`src/rtl/fetch_unit.sv`:
```
// Instruction fetch: sequential PC generation, redirect handling, in-order memory returns into a prefetch FIFO.
// Latency: first request 1 cycle after reset release; rvalid-to-instr_valid is 1 cycle (show-ahead FIFO).
// Backpressure: requests are credit-limited so that FIFO occupancy + in-flight requests never exceed DEPTH.
module fetch_unit #(
  parameter int unsigned       WIDTH    = 32,
  parameter int unsigned       DEPTH    = 4,
  parameter logic [WIDTH-1:0]  RESET_PC = '0,
  parameter logic [WIDTH-1:0]  PC_STEP  = WIDTH'(4)
) (
  input  logic             clk_i,
  input  logic             reset_i,        // asynchronous, active low
  output logic             mem_req_o,
  output logic [WIDTH-1:0] mem_addr_o,
  input  logic             mem_gnt_i,
  input  logic             mem_rvalid_i,
  input  logic [WIDTH-1:0] mem_rdata_i,
  input  logic             redirect_i,
  input  logic [WIDTH-1:0] redirect_pc_i,
  output logic             instr_valid_o,
  output logic [WIDTH-1:0] instr_o,
  output logic [WIDTH-1:0] instr_pc_o,
  input  logic             instr_ready_i
);

  localparam int unsigned  CW      = $clog2(DEPTH + 1);
  localparam int unsigned  AW      = $clog2(DEPTH);
  localparam logic [CW:0]  DEPTH_C = (CW + 1)'(DEPTH);

  logic             running_q;
  logic [WIDTH-1:0] fetch_pc_q, fetch_pc_d;
  logic [CW-1:0]    inflight_q, inflight_d;
  logic [CW-1:0]    occ_q, occ_d;
  logic [CW-1:0]    discard_q, discard_d;

  // Address queue: remembers the PC of every granted request until its data returns.
  logic [WIDTH-1:0] aq_mem [DEPTH];
  logic [AW-1:0]    aq_wr_q, aq_rd_q;

  // Prefetch FIFO storage: PC and instruction word per entry.
  logic [WIDTH-1:0] fq_pc  [DEPTH];
  logic [WIDTH-1:0] fq_dat [DEPTH];
  logic [AW-1:0]    fq_wr_q, fq_rd_q;

  logic [CW:0] credit_used;
  logic        grant, ret, drop, push, pop;

  // Handshake decode: request credit, accepted grant, legal return, drop/push/pop qualifiers.
  always_comb begin
    credit_used   = {1'b0, occ_q} + {1'b0, inflight_q};
    mem_req_o     = running_q && (credit_used < DEPTH_C);
    mem_addr_o    = fetch_pc_q;
    grant         = mem_req_o & mem_gnt_i;
    // A return with nothing in flight is a protocol violation and is ignored.
    ret           = mem_rvalid_i & (inflight_q != '0);
    drop          = ret & (discard_q != '0);
    // During a redirect the FIFO is flushed, so nothing is written and nothing popped.
    push          = ret & ~drop & ~redirect_i;
    instr_valid_o = (occ_q != '0);
    pop           = instr_valid_o & instr_ready_i & ~redirect_i;
    instr_o       = instr_valid_o ? fq_dat[fq_rd_q] : '0;
    instr_pc_o    = instr_valid_o ? fq_pc[fq_rd_q]  : '0;
  end

  // Next-state for PC and counters; redirect overrides everything else.
  always_comb begin
    inflight_d = inflight_q + CW'(grant) - CW'(ret);
    if (redirect_i) begin
      fetch_pc_d = redirect_pc_i;
      // Everything still outstanding after this edge (incl. a same-cycle grant) is old-path.
      discard_d  = inflight_d;
      occ_d      = '0;
    end else begin
      fetch_pc_d = grant ? fetch_pc_q + PC_STEP : fetch_pc_q;
      discard_d  = discard_q - CW'(drop);
      occ_d      = occ_q + CW'(push) - CW'(pop);
    end
  end

  // Control state: run flag, PC, counters and queue pointers.
  always_ff @(posedge clk_i or negedge reset_i) begin
    if (!reset_i) begin
      running_q  <= 1'b0;
      fetch_pc_q <= RESET_PC;
      inflight_q <= '0;
      occ_q      <= '0;
      discard_q  <= '0;
      aq_wr_q    <= '0;
      aq_rd_q    <= '0;
      fq_wr_q    <= '0;
      fq_rd_q    <= '0;
    end else begin
      running_q  <= 1'b1;
      fetch_pc_q <= fetch_pc_d;
      inflight_q <= inflight_d;
      occ_q      <= occ_d;
      discard_q  <= discard_d;
      if (grant) aq_wr_q <= aq_wr_q + AW'(1);
      if (ret)   aq_rd_q <= aq_rd_q + AW'(1);
      if (redirect_i) begin
        fq_wr_q <= '0;
        fq_rd_q <= '0;
      end else begin
        if (push) fq_wr_q <= fq_wr_q + AW'(1);
        if (pop)  fq_rd_q <= fq_rd_q + AW'(1);
      end
    end
  end

  // Queue storage; contents are qualified by the counters so no reset is needed.
  always_ff @(posedge clk_i) begin
    if (grant) aq_mem[aq_wr_q] <= fetch_pc_q;
    if (push) begin
      fq_pc[fq_wr_q]  <= aq_mem[aq_rd_q];
      fq_dat[fq_wr_q] <= mem_rdata_i;
    end
  end

endmodule

```
`config.mk`:
```
export PLATFORM = sky130hd
export DESIGN_NAME = fetch_unit
export DESIGN_NICKNAME = d
export VERILOG_FILES = /design/src/rtl/fetch_unit.sv
export SDC_FILE = /design/constraint.sdc
export NUM_CORES = 1
export LEC_CHECK = 0
export ABC_AREA = 1
export BUFFER_PORTS_ARGS = -buffer_cell sky130_fd_sc_hd__buf_4
export CORE_MARGIN = 10
export CORE_UTILIZATION = 25
export DETAILED_ROUTE_END_ITERATION = 12
export HOLD_SLACK_MARGIN = 0.06
export MAX_ROUTING_LAYER = met4
export PLACE_DENSITY_LB_ADDON = 0.08
export SLEW_MARGIN = 20
export SYNTH_ARGS = -nofsm -noshare
export SYNTH_HDL_FRONTEND = slang
export SYNTH_SLANG_ARGS = --single-unit
```
`constraint.sdc`:
```
create_clock -name clk_i -period 12.9 [get_ports clk_i]
set_clock_uncertainty 0.1 [all_clocks]
set_input_delay 1.935 -clock clk_i [delete_from_list [all_inputs] [get_ports clk_i]]
set_output_delay 1.935 -clock clk_i [all_outputs]
set_load 0.02 [all_outputs]
```
==> impl_metrics.env <==
export IMPL_finalHoldViolCount=0
export IMPL_worst_pin_slew_ns=0.961
export IMPL_cts_htree_levels=2
export IMPL_setup_tns_ns=0
export IMPL_post_cts_resized=0
export IMPL_nFillCells=7358
export IMPL_finalSetupViolCount=0
export IMPL_num_nets_final=1824
export IMPL_synth_avg_cell_area_um2=11.4
export IMPL_cts_buffer_depth=3
export IMPL_syn_nets=1664
export IMPL_dieWidth_um=288
export IMPL_fmax_mhz=177
export IMPL_numPortBuffers=167
export IMPL_cts_tree="done"
export IMPL_status="complete, no violations"
export IMPL_overflow=0
export IMPL_critPathTopFamily="buffers and inverters"
export IMPL_drv_cap=0
export IMPL_gp_congestion=0.755
export IMPL_layout_drive_gt1_share_pct=17.2
export IMPL_grt_pass1_wl_mm=78.5
export IMPL_wirelength_mm=52.6
export IMPL_startpoint_type="flip-flop"
export IMPL_vdd_drop_max_mv=0.134
export IMPL_cts_sinks=434
export IMPL_yosysTopAreaCell="edfxtp_1"
export IMPL_die_area_mm2=0.0832
export IMPL_path_buf_inv=3
export IMPL_synth_warnings=0
export IMPL_cp_max_fo=96
export IMPL_ant_nets=0
export IMPL_cp_cell_sequence="clkinv_2 -> buf_4 -> o21ai_0 -> a21oi_1 -> buf_4"
export IMPL_crit_slowest_cell="dfrtp_4"
export IMPL_fin_crit_ns=5.64
export IMPL_clk_pin_slew_ns=0.06
export IMPL_power_mw=4.75
export IMPL_core_mm2=0.0715
export IMPL_num_io_pins=168
export IMPL_yosysUniqueCellTypes=31
export IMPL_min_path_type="flip-flop to flip-flop"
export IMPL_critPathMaxStageDelay_ns=0.89
export IMPL_crit_type="flip-flop to output pin"
export IMPL_vias=11720
export IMPL_syn_area_mm2=0.0180
export IMPL_track_usage_pct=12.9
export IMPL_end_kind="output pin"
export IMPL_cts_root_buf="clkbuf_16"
export IMPL_p_leak_nw=8.08
export IMPL_dr_pass1_iters=5
export IMPL_worst_skew_pair_late_latency_ns=0.59
export IMPL_cpMostUsedCell="buf_4"
export IMPL_required_ns=10.86
export IMPL_drtIter0Drc=715
export IMPL_synth_top_area_share_pct=64.0
export IMPL_hpwl_mm=31.1
export IMPL_syn_to_final_growth_pct=22.4
export IMPL_drc=0
export IMPL_cp_arrival_ns=3.60
export IMPL_vias_per_cell=4.29
export IMPL_seq_area_frac_synth_pct=71.0
export IMPL_p_per_area_mw_per_mm2=215
export IMPL_synthCells=1575
export IMPL_grt_pass1_vias=12015
export IMPL_relSlewSlack_pct=35.9
export IMPL_post_cts_buffers=0
export IMPL_wl_per_cell_um=19.3
export IMPL_rsz0062_at_grt="false"
export IMPL_cts_buffers=51
export IMPL_rows=98
export IMPL_grt_max_degree=97
export IMPL_drv_slew=0
export IMPL_initial_utilization_pct=25.2
export IMPL_ys_ff_latch=434
export IMPL_antenna_found_initial=0
export IMPL_die_y_um=288
export IMPL_finalCritPeriodShare_pct=43.7
export IMPL_synth_area_leaders="edfxtp_1, nor2_1, dfrtp_1, o21ai_0, nand2_1"
export IMPL_hold_buffers=0
metrics by stage:
stage | hold WS, ns | setup slack, ns | util (%) | cell area (µm²) | instances
floorplan | 0.423 | 7.23 | - | 18000 | 1575
global placement | 0.476 | 7.80 | 28.4 | 20300 | 2632
detailed placement | 0.484 | 7.83 | 28.4 | 20300 | 2632
CTS | 0.497 | 7.16 | 30.8 | 22000 | 2728
global route | 0.543 | 6.95 | 30.8 | 22000 | 2728
finish | 0.480 | 7.26 | 30.8 | 22000 | 2729
sequential cells by signal, indices dropped and copies added, names as in the netlist:
register,flops
occ_q,3
mem_addr_o,32
aq_rd_q,2
aq_mem,128
aq_wr_q,2
fq_dat,128
fq_rd_q,2
fq_pc,128
fq_wr_q,2
running_q,1
discard_q,3
inflight_q,3
routing by layer:
layer  share of wire, %  GRT usage, %
met1                 46          16.3
met3                4.2          2.48
met2                 48          21.0
met5                  0             -
met4                1.6          3.10
power breakdown:
| group | switching, mW | total (mW) | internal (mW) |
|---|---|---|---|
| sequential | 0.152 | 1.91 | 1.76 |
| clock | 0.585 | 1.50 | 0.911 |
| combinational | 0.934 | 1.34 | 0.408 |
Yosys cell counts (all sizes together):
master and n:
edfxtp 384, clkinv 4, and3 1, conb 1
nor3 4, a21oi 68, ha 17, o22ai 32
clkbuf 26, o21ai 217, dfrtp 50, o211ai 1
nor2 384, xnor2 6, buf 53, a31oi 1
nand3 29, xor2 13, inv 80, fa 2
nand2 202
cells in the final DEF (no fill, tap or decap), types with 2 or more instances in the layout:
cell and count:
nor2_1 362, nand2_4 2, inv_1 75, o21ai_0 217, clkbuf_8 10, a21oi_1 68
clkinv_1 7, clkinv_2 9, edfxtp_1 384, xor2_1 13, clkinvlp_4 4, dfrtp_2 3
xnor2_1 6, nand2_1 196, dfrtp_1 46, inv_2 4, clkbuf_16 53, nor2_4 9
nor2_2 12, clkbuf_1 12, nand3_1 28, ha_1 17, fa_1 2, o22ai_1 32
nand2_2 4, bufinv_16 5, nor3_1 4, buf_4 186
path summary, 6_finish.rpt:
path | start | end | slack (ns) | depth (start not counted)
max reg2reg | occ_q[1]$_DFF_PN0_ | occ_q[2]$_DFF_PN0_ | 9.75 | 14
min | inflight_q[0]$_DFF_PN0_ | inflight_q[0]$_DFF_PN0_ | 0.48 | 1
max | fq_rd_q[0]$_DFFE_PN0P_ | instr_pc_o[1] | 7.26 | 5
min reg2reg | inflight_q[0]$_DFF_PN0_ | inflight_q[0]$_DFF_PN0_ | 0.48 | 1
min in group asynchronous | reset_i | mem_addr_o[19]$_DFFE_PN0N_ | 1.29 | 1
max in group asynchronous | reset_i | fq_rd_q[0]$_DFFE_PN0P_ | 10.78 | 1
logic make-up (layout without fill, tap and decap cells):
group                      Yosys count  in the layout  share of synthesized area (%)
other                                1              2                         0.0208
DFF                                434            434                           71.0
AOI/OAI and AO/OA                  319            319                           9.11
adders and majority gates           19             19                           1.40
and+or+nand+nor                    620            620                           13.7
buffers and inverters              163            366                           3.81
xor gates and xnor gates            19             19                          0.924
cell type report:
| type | instances | area [µm²] | area share (%) |
|---|---|---|---|
| diodes | 1 | 2.50 | 0.0114 |
| clock buffers | 75 | 1510 | 6.85 |
| clock inverters | 21 | 251 | 1.14 |
| inverters | 84 | 317 | 1.44 |
| multi-input cells | 978 | 4590 | 20.8 |
| flip-flops and latches | 434 | 12800 | 58.0 |
| well taps | 950 | 1190 | 5.39 |
| repair buffers | 186 | 1400 | 6.34 |
Note: power is estimated with default switching activity, not from simulation.
